`src/rtl/regbank_pkg.sv`:
```
// Purpose : shared sizing, request struct and address decode for the register-bank write path.
// Latency : n/a (types, constants and a pure function only).
// Backpr. : n/a.
// Contents: DATA_W, NUM_REGS, ADDR_W, wr_req_t {addr, data}, onehot_decode(addr).
package regbank_pkg;

   localparam int DATA_W   = 16;
   localparam int NUM_REGS = 8;
   localparam int ADDR_W   = 3;

   // One requester's write: target register index plus data.
   typedef struct packed {
      logic [ADDR_W-1:0] addr;
      logic [DATA_W-1:0] data;
   } wr_req_t;

   // Register index to bank load line. An index past the last register
   // yields all zeros, so such a write is silently dropped.
   function automatic logic [NUM_REGS-1:0] onehot_decode(input logic [ADDR_W-1:0] addr);
      logic [NUM_REGS-1:0] v;
      v = '0;
      for (int r = 0; r < NUM_REGS; r++) begin
         if (int'(addr) == r) v[r] = 1'b1;
      end
      return v;
   endfunction

endpackage

```
`src/rtl/regbank_write_arbiter_rr_arbiter.sv`:
```
// Purpose : round-robin arbiter, search starts at the pointer and wraps upward.
// Latency : grant is combinational; pointer moves at the edge of a grant.
// Backpr. : en=0 suppresses every grant and freezes the pointer.
// Ports   : clk, reset (sync, active-high), req[NUM_REQ], en -> gnt (one-hot), gnt_idx.
module rr_arbiter #(
   parameter int NUM_REQ = 2
) (
   input  logic               clk,
   input  logic               reset,
   input  logic [NUM_REQ-1:0] req,
   input  logic               en,
   output logic [NUM_REQ-1:0] gnt,
   output logic [1:0]         gnt_idx
);

   logic [1:0] ptr;
   logic       found;

   // Outer loop walks priority order (ptr, ptr+1, ...), inner loop finds the
   // requester sitting at that rank; the first valid one wins.
   always_comb begin
      gnt     = '0;
      gnt_idx = '0;
      found   = 1'b0;
      for (int k = 0; k < NUM_REQ; k++) begin
         for (int i = 0; i < NUM_REQ; i++) begin
            if (!found && req[i] && (i == (int'(ptr) + k) % NUM_REQ)) begin
               found   = 1'b1;
               gnt[i]  = en;
               gnt_idx = 2'(i);
            end
         end
      end
   end

   // The winner drops to lowest priority; without a grant the order is kept.
   always_ff @(posedge clk) begin
      if (reset) begin
         ptr <= '0;
      end else if (|gnt) begin
         ptr <= 2'((int'(gnt_idx) + 1) % NUM_REQ);
      end
   end

endmodule

```
`src/rtl/regbank_write_arbiter.sv`:
```
// Purpose : shares the single write port of the register bank among NUM_REQ requesters.
// Latency : ready is combinational; reg_load/reg_wdata/grant_id follow one edge after the handshake.
// Backpr. : stall or reset holds every req_ready low; at most one write is accepted per cycle.
// Ports   : clk, reset, stall, req_valid/req_addr/req_data (packed per requester) -> req_ready,
//           reg_load (one-hot), reg_wdata, grant_id, busy.
module regbank_write_arbiter
   import regbank_pkg::*;
#(
   parameter int NUM_REQ = 2
) (
   input  logic                      clk,
   input  logic                      reset,
   input  logic                      stall,
   input  logic [NUM_REQ-1:0]        req_valid,
   input  logic [NUM_REQ*ADDR_W-1:0] req_addr,
   input  logic [NUM_REQ*DATA_W-1:0] req_data,
   output logic [NUM_REQ-1:0]        req_ready,
   output logic [NUM_REGS-1:0]       reg_load,
   output logic [DATA_W-1:0]         reg_wdata,
   output logic [1:0]                grant_id,
   output logic                      busy
);

   logic [NUM_REQ-1:0] gnt;
   logic [1:0]         gnt_idx;
   logic               transfer;
   wr_req_t            sel;

   // Reset also gates the grant so nothing is accepted while the bench of
   // requesters is being cleared.
   rr_arbiter #(.NUM_REQ(NUM_REQ)) u_arb (
      .clk     (clk),
      .reset   (reset),
      .req     (req_valid),
      .en      (~stall & ~reset),
      .gnt     (gnt),
      .gnt_idx (gnt_idx)
   );

   assign req_ready = gnt;
   assign transfer  = |gnt;

   // One-hot mux of the granted requester's address and data.
   always_comb begin
      sel = '0;
      for (int i = 0; i < NUM_REQ; i++) begin
         if (gnt[i]) begin
            sel.addr = req_addr[i*ADDR_W +: ADDR_W];
            sel.data = req_data[i*DATA_W +: DATA_W];
         end
      end
   end

   // Load lines pulse for exactly one cycle per accepted write; wdata keeps
   // its last value between writes. busy flags any valid requester that was
   // left waiting this cycle (lost arbitration or stalled).
   always_ff @(posedge clk) begin
      if (reset) begin
         reg_load  <= '0;
         reg_wdata <= '0;
         grant_id  <= '0;
         busy      <= 1'b0;
      end else begin
         busy <= |(req_valid & ~gnt);
         if (transfer) begin
            reg_load  <= onehot_decode(sel.addr);
            reg_wdata <= sel.data;
            grant_id  <= gnt_idx;
         end else begin
            reg_load  <= '0;
         end
      end
   end

endmodule

```
`config.mk`:
```
export PLATFORM = sky130hd
export DESIGN_NAME = regbank_write_arbiter
export DESIGN_NICKNAME = d
export VERILOG_FILES = /design/src/rtl/regbank_pkg.sv /design/src/rtl/regbank_write_arbiter_rr_arbiter.sv /design/src/rtl/regbank_write_arbiter.sv
export SDC_FILE = /design/constraint.sdc
export NUM_CORES = 1
export LEC_CHECK = 0
export BUFFER_PORTS_ARGS = -buffer_cell sky130_fd_sc_hd__buf_2
export CAP_MARGIN = 20
export CORE_MARGIN = 5
export CORE_UTILIZATION = 32
export CTS_BUF_LIST = sky130_fd_sc_hd__clkbuf_8
export DETAILED_ROUTE_END_ITERATION = 10
export PLACE_DENSITY_LB_ADDON = 0.1
export REMOVE_ABC_BUFFERS = 1
export SETUP_SLACK_MARGIN = 0.02
export SYNTH_ARGS = -nofsm -noshare
export SYNTH_HDL_FRONTEND = slang
export SYNTH_HIERARCHICAL = 1
export SYNTH_SLANG_ARGS = --single-unit
```
`constraint.sdc`:
```
create_clock -name clk -period 3.1 [get_ports clk]
set_clock_uncertainty 0.15 [all_clocks]
set_input_delay 0.31 -clock clk [delete_from_list [all_inputs] [get_ports clk]]
set_output_delay 0.31 -clock clk [all_outputs]
set_load 0.005 [all_outputs]
```
==> reports/qor.txt, run 1 <==
Part of the power in combinational logic: 14.6%
Internal: 542 uW
M1 GR Usage: 14.4%
Synth Warn #: 6
Grt ovf: 0
Met2 Usage GRT: 21.9%
Hold WC Path Type: input pin to flop
Routability cong.: 0.683
First-pass GRT wire length: 5400 microns
R2r setup slk: 1.19 ns
Setup TNS: 0 ns
Yosys reg bits: 28
Worst Path Arrival: 1.79 ns
WS Path Type: flop to output pin
Proportion of synthesized area in mux cells: 12.1%
Met3 usage: 3.11%
Slowest stage cell on the critical path: and3_2
Max-cap violations: 0
Routed WL: 3270 microns
Worst R2R End: reg_wdata[2]$_SDFFE_PP0P_
Die Span Y: 74.4 microns
PwrDens: 410 nW/um^2
Worst rel slew slack: 54.4%
CP required: 2.64 ns
Via/cell ratio: 4.55
Largest family of logic cells by synthesized area: simple AND/OR/NAND/NOR gates
Largest net degree at the start of global routing: 36
Hold Fails Final Rpt: 0
Critical Path Source: u_arb/ptr[0]$_SDFFE_PP0P_
Post-synthesis cell count: 147
DRC: 0
Share of layout cells above drive strength 1: 38.8%
Total number of vias: 1202
Commonest non-fill, non-tap cells in the layout: 71 x buf_2, 28 x dfxtp_1, 20 x nand2_1
Antenna violations before repair: 0
Post-CTS setup buffers: 0
Hold Path Cell Cnt: 2
Mapped Area: 1330 sq um
Yosys cell types: 28
Seq/Total Area, Yosys: 42.3%
Clock share of power: 31.9%
CP max FO: 35
Leakage power: 0.824 nW
Max Slew Vio Count: 0
Die W: 74.4 microns
Period minus WS final: 2.25 ns
WL/cell: 12.4 microns
Drt first pass iters: 4
Cts hold-fix bufs: 0
Post-Synth XOR/XNOR Area: 0%
Row count: 23
Nets: 258
Setup-failing EPs final: 0
Global-route usage over all layers: 12.4%
Initial Util: 33.1%
Vias in the first global route: 1206
CTS Buf Count: 3
Clock transition at path regs: 0.09 ns
Status: finished clean
Most used routing layer: met2
Root buffer cell: clkbuf_8
Die area: 5530 sq um
Leading area contributor after synthesis: dfxtp_1
Tcrit/Tclk final: 72.6%
Post-CTS Resized: 0
# H-tree levels: 1
RSZ-0062 raised after global routing: false
CP endpoint: req_ready[1]
Number of routed nets with antenna violations: 0
Hold WS: 0.181 ns
Most common cell after layout, fill and taps aside: buf_2
Crit path capture type: output pin
Clock sinks: 28
ANT cells: 0
Clock Path Buffers: 2
Achievable Freq: 444 MHz
Worst slew pin tran: 0.683 ns
Clock latency on the worst-skew pair: 0.27 ns
CTS tree: built
R2r worst-path depth: 5
Core Area: 4000 sq um
Synth Area in Compound Gates: 12.5%
Synthesized area per cell: 9.01 sq um
Worst VDD drop: 0.140 mV
Simple-gate share of the synthesized area: 25.1%
Post-Synth Adder-Cell Area: 0%
Syn-to-layout area delta: 30.8%
Sequential power share: 53.5%
CP max stage delay: 0.53 ns
Worst r2r src: u_arb/ptr[0]$_SDFFE_PP0P_
Worst Setup Start Kind: flop
Top-area cell type share of the netlist area: 42.3%
Io pins: 72
Sw frac: 23.7%
Total power: 711 uW
CP cell instances: nand2b_1 > and3_2 > buf_4 > buf_2
Largest cells by area after synthesis: dfxtp_1 42%, mux2i_1 12%, o21ai_0 6.4%
Dpl hpwl: 2550 microns
Sw Pwr: 169 uW
Initial DRC count: 50
Port bufs: 71
[layer usage]
layer | part of all wire (%) | vias to the layer above
li1 | - | 626
met1 | 42 | 527
met2 | 48 | 42
met3 | 7.7 | 7
met4 | 1.8 | 0
met5 | 0 | -
[area by class of cell]
class | count | area (sq um)
flip-flops and latches | 28 | 561
fillers | 430 | 2270
inverters | 1 | 3.75
clock buffers | 4 | 55.1
repair buffers | 74 | 378
multi-input cells | 107 | 673
well taps | 50 | 62.6
[cells in the mapped netlist, drive strengths merged]
cell type,instances
dfxtp,28
o21ai,21
nand2,20
mux2i,16
nor2,12
nor2b,10
buf,8
and2b,6
a21oi,5
a31oi,3
clkbuf,3
nand2b,3
a21o,1
a311oi,1
and2,1
and3,1
and3b,1
and4b,1
conb,1
inv,1
nand3b,1
nor3b,1
nor4b,1
nor4bb,1
[worst max-delay path: cells and delay by family, from the launching register on]
kind / cells / cell delay (ns)
AND/OR/NAND/NOR: 2 / 0.67
flip-flops: 1 / 0.42
buffers and inverters: 2 / 0.41
[how the worst min path moves through the flow]
stage,slack [ns],from,to
floorplan,0.23,reset,busy$_SDFF_PP0_
global placement,0.30,grant_id[1]$_SDFFE_PP0P_,grant_id[1]$_SDFFE_PP0P_
detailed placement,0.31,grant_id[0]$_SDFFE_PP0P_,grant_id[0]$_SDFFE_PP0P_
CTS,0.17,req_valid[1],u_arb/ptr[0]$_SDFFE_PP0P_
global route,0.20,req_valid[1],u_arb/ptr[0]$_SDFFE_PP0P_
finish,0.18,req_valid[1],u_arb/ptr[0]$_SDFFE_PP0P_
[power groups by stage]
stage                     Combinational [mW]  Sequential (mW)  Clock (mW)
after global routing                   0.119            0.383       0.251
final                                  0.104            0.380       0.227
after floorplan                       0.0457            0.389           0
after CTS                              0.106            0.381       0.237
after detailed placement               0.106            0.389           0
after global placement                 0.104            0.389           0
[state kept, by name, summed over array words and instances (netlist names)]
register,flops
u_arb/ptr,1
grant_id,2
reg_wdata,16
reg_load,8
busy,1
[through the flow]
| stage | util, % | cells | cell area [sq um] | setup WS (ns) |
|---|---|---|---|---|
| 6_report | 43.3 | 264 | 1730 | 0.850 |
| 5_1_grt | 43.3 | 264 | 1730 | 0.663 |
| 4_1_cts | 43.3 | 264 | 1730 | 0.822 |
| 3_5_place_dp | 41.9 | 260 | 1680 | 0.771 |
| 3_3_place_gp | 41.9 | 260 | 1680 | 0.854 |
| 2_1_floorplan | - | 136 | 1230 | 0.143 |
[cell families (layout without fill, tap and decap cells)]
| logic type | count (synthesis) | in the layout |
|---|---|---|
| simple gates | 59 | 59 |
| buf+inv | 12 | 79 |
| compound gates | 31 | 31 |
| mux | 16 | 16 |
| flops | 28 | 28 |
| other cells | 1 | 1 |
Power figures use the tool's default switching activity.
==> inputs of run 2 (changes only) <==
- clock period: 3.1 -> 1.95 ns (I/O delays scaled with it)
==> reports/qor.txt, run 2 (synthesis results as in run 1) <==
Initial DRC count: 77 (+54%)
Sw frac: 22.2% (-1.5 points)
Slowest stage cell on the critical path: dfxtp_1
Nets: 260 (+0.78%)
Commonest non-fill, non-tap cells in the layout: 71 x buf_2, 28 x dfxtp_1, 20 x nand2_1
Clock sinks: 28 (unchanged)
DRC: 0 (unchanged)
Port bufs: 71 (unchanged)
Routed WL: 3290 microns (+0.55%)
R2r setup slk: 0.30 ns (-0.89 ns)
Core Area: 4000 sq um (unchanged)
Worst Path Arrival: 1.43 ns (-0.36 ns)
Number of routed nets with antenna violations: 0 (unchanged)
Worst Setup Start Kind: flop
Hold Path Origin: req_valid[0]
Vias in the first global route: 1230 (+2.0%)
Max Slew Vio Count: 0 (unchanged)
Root buffer cell: clkbuf_8
CP cell instances: nand2b_1 > and3_4 > buf_4 > buf_2
Hold WC Path Type: input pin to flop
Hold Path Cell Cnt: 3 (+1)
Total number of vias: 1218 (+1.3%)
ANT cells: 0 (unchanged)
Drt first pass iters: 4 (unchanged)
Row count: 23 (unchanged)
Status: finished clean
Leakage power: 0.844 nW (+2.4%)
Worst r2r src: u_arb/ptr[0]$_SDFFE_PP0P_
# H-tree levels: 1 (unchanged)
Register area: 561 sq um (unchanged)
Max reg flops: 16 (unchanged)
Achievable Freq: 563 MHz
CTS tree: built
Clock share of power: 37.2% (+5.3 points)
Dpl hpwl: 2590 microns (+1.4%)
Sequential power share: 48.9% (-4.6 points)
Reg with most FFs: reg_wdata
Routability cong.: 0.684 (+0.13%)
Hold WS: 0.0600 ns (-0.121 ns)
WL/cell: 12.3 microns (-0.21%)
Io pins: 72 (unchanged)
Final-layout fill cell count: 407 (-5.3%)
Die Span Y: 74.4 microns (unchanged)
CP max stage delay: 0.42 ns (-0.11 ns)
Largest net degree at the start of global routing: 27 (-25%)
Largest regs: reg_wdata (16), reg_load (8), grant_id (2)
Period minus WS final: 1.78 ns
Crit path buffers/inverters: 2 (unchanged)
First-pass GRT wire length: 5060 microns (-6.1%)
Clock Path Buffers: 2 (unchanged)
Sw Pwr: 275 uW (+63%)
CTS Buf Count: 3 (unchanged)
Cts hold-fix bufs: 0 (unchanged)
Die W: 74.4 microns (unchanged)
Share of layout cells above drive strength 1: 39.4% (+0.57 points)
Hold Fails Final Rpt: 0 (unchanged)
Internal: 961 uW (+77%)
Clock transition at path regs: 0.10 ns (about the same)
Die area: 5530 sq um (unchanged)
Part of the power in combinational logic: 13.9% (-0.7 points)
Hold EP: busy$_SDFF_PP0_
Antenna violations before repair: 0 (unchanged)
Worst VDD drop: 0.351 mV (+150%)
Worst path depth: 4 (unchanged)
Initial Util: 33.1% (unchanged)
Setup-failing EPs final: 0 (unchanged)
Syn-to-layout area delta: 34.4%
Max-cap violations: 0 (unchanged)
DP Area: 1710 sq um (+1.6%)
Tcrit/Tclk final: 91.0%
CP max FO: 14 (-60%)
CP required: 1.60 ns (-1.04 ns)
Global-route usage over all layers: 11.7% (-0.79 points)
PwrDens: 694 nW/um^2 (+69%)
Most common cell after layout, fill and taps aside: buf_2
Final instance area: 1780 sq um (+2.7%)
Worst R2R End: reg_wdata[5]$_SDFFE_PP0P_
RSZ-0062 raised after global routing: false
R2r worst-path depth: 5 (unchanged)
Post-CTS setup buffers: 0 (unchanged)
Grt ovf: 0 (unchanged)
WS Path Type: flop to output pin
Multi-input gate area: 677 sq um (+0.56%)
Via/cell ratio: 4.58 (+0.57%)
Largest delay share family, worst path: flip-flops
Crit path capture type: output pin
Clock latency on the worst-skew pair: 0.27 ns (about the same)
## run 2: layout make-up
type | instances | share of cell area, %
Clock buffer | 3 | 2.32
Multi-Input combinational cell | 107 | 38.0
Timing Repair Buffer | 76 | 22.8
Inverter | 1 | 0.211
Tap cell | 50 | 3.51
Clock inverter | 1 | 1.69
Sequential cell | 28 | 31.5
## run 2: repair_timing
item,CTS,global route
setup endpoints to repair,0,1
endpoints found under the hold margin,0,0
resized for setup,0,1
## run 2: routing by layer
metal,track usage (%),vias to the layer above,wire length (microns)
met3,2.43,2,205
met4,3.16,0,20
met5,0,-,0
met1,12.8,552,1380
met2,22.4,37,1680
li1,-,627,-
## run 2: worst min-delay path: stages
cell	delay, ns
buf_2	0.12
nand2b_1	0.07
a21oi_1	0.05
## run 2: per-stage QoR
| stage | utilization [%] | setup slack [ns] | TNS, ns | cells | total power [mW] |
|---|---|---|---|---|---|
| floorplan | - | -0.892 | -22.55 | 136 | 0.692 |
| global placement | 42.6 | 0.287 | 0 | 262 | 0.786 |
| detailed placement | 42.6 | 0.222 | 0 | 262 | 0.791 |
| CTS | 44.4 | 0.0877 | 0 | 266 | 1.25 |
| global route | 44.5 | 0.0646 | 0 | 266 | 1.30 |
| finish | 44.5 | 0.175 | 0 | 266 | 1.24 |
## run 2: how the worst max path moves through the flow
stage                                    startpoint                         to
after global routing      u_arb/ptr[0]$_SDFFE_PP0P_               req_ready[1]
after floorplan                               stall     reg_load[3]$_SDFF_PP0_
final                     u_arb/ptr[0]$_SDFFE_PP0P_               req_ready[1]
after detailed placement                      stall  reg_wdata[5]$_SDFFE_PP0P_
after global placement                        reset     reg_load[0]$_SDFF_PP0_
after CTS                 u_arb/ptr[0]$_SDFFE_PP0P_               req_ready[1]
## run 2: power groups by stage
stage	Combinational, mW	Sequential [mW]	Clock, mW
floorplan	0.0726	0.619	0
global placement	0.169	0.616	0
detailed placement	0.173	0.617	0
CTS	0.174	0.605	0.476
global route	0.192	0.607	0.499
finish	0.172	0.604	0.460
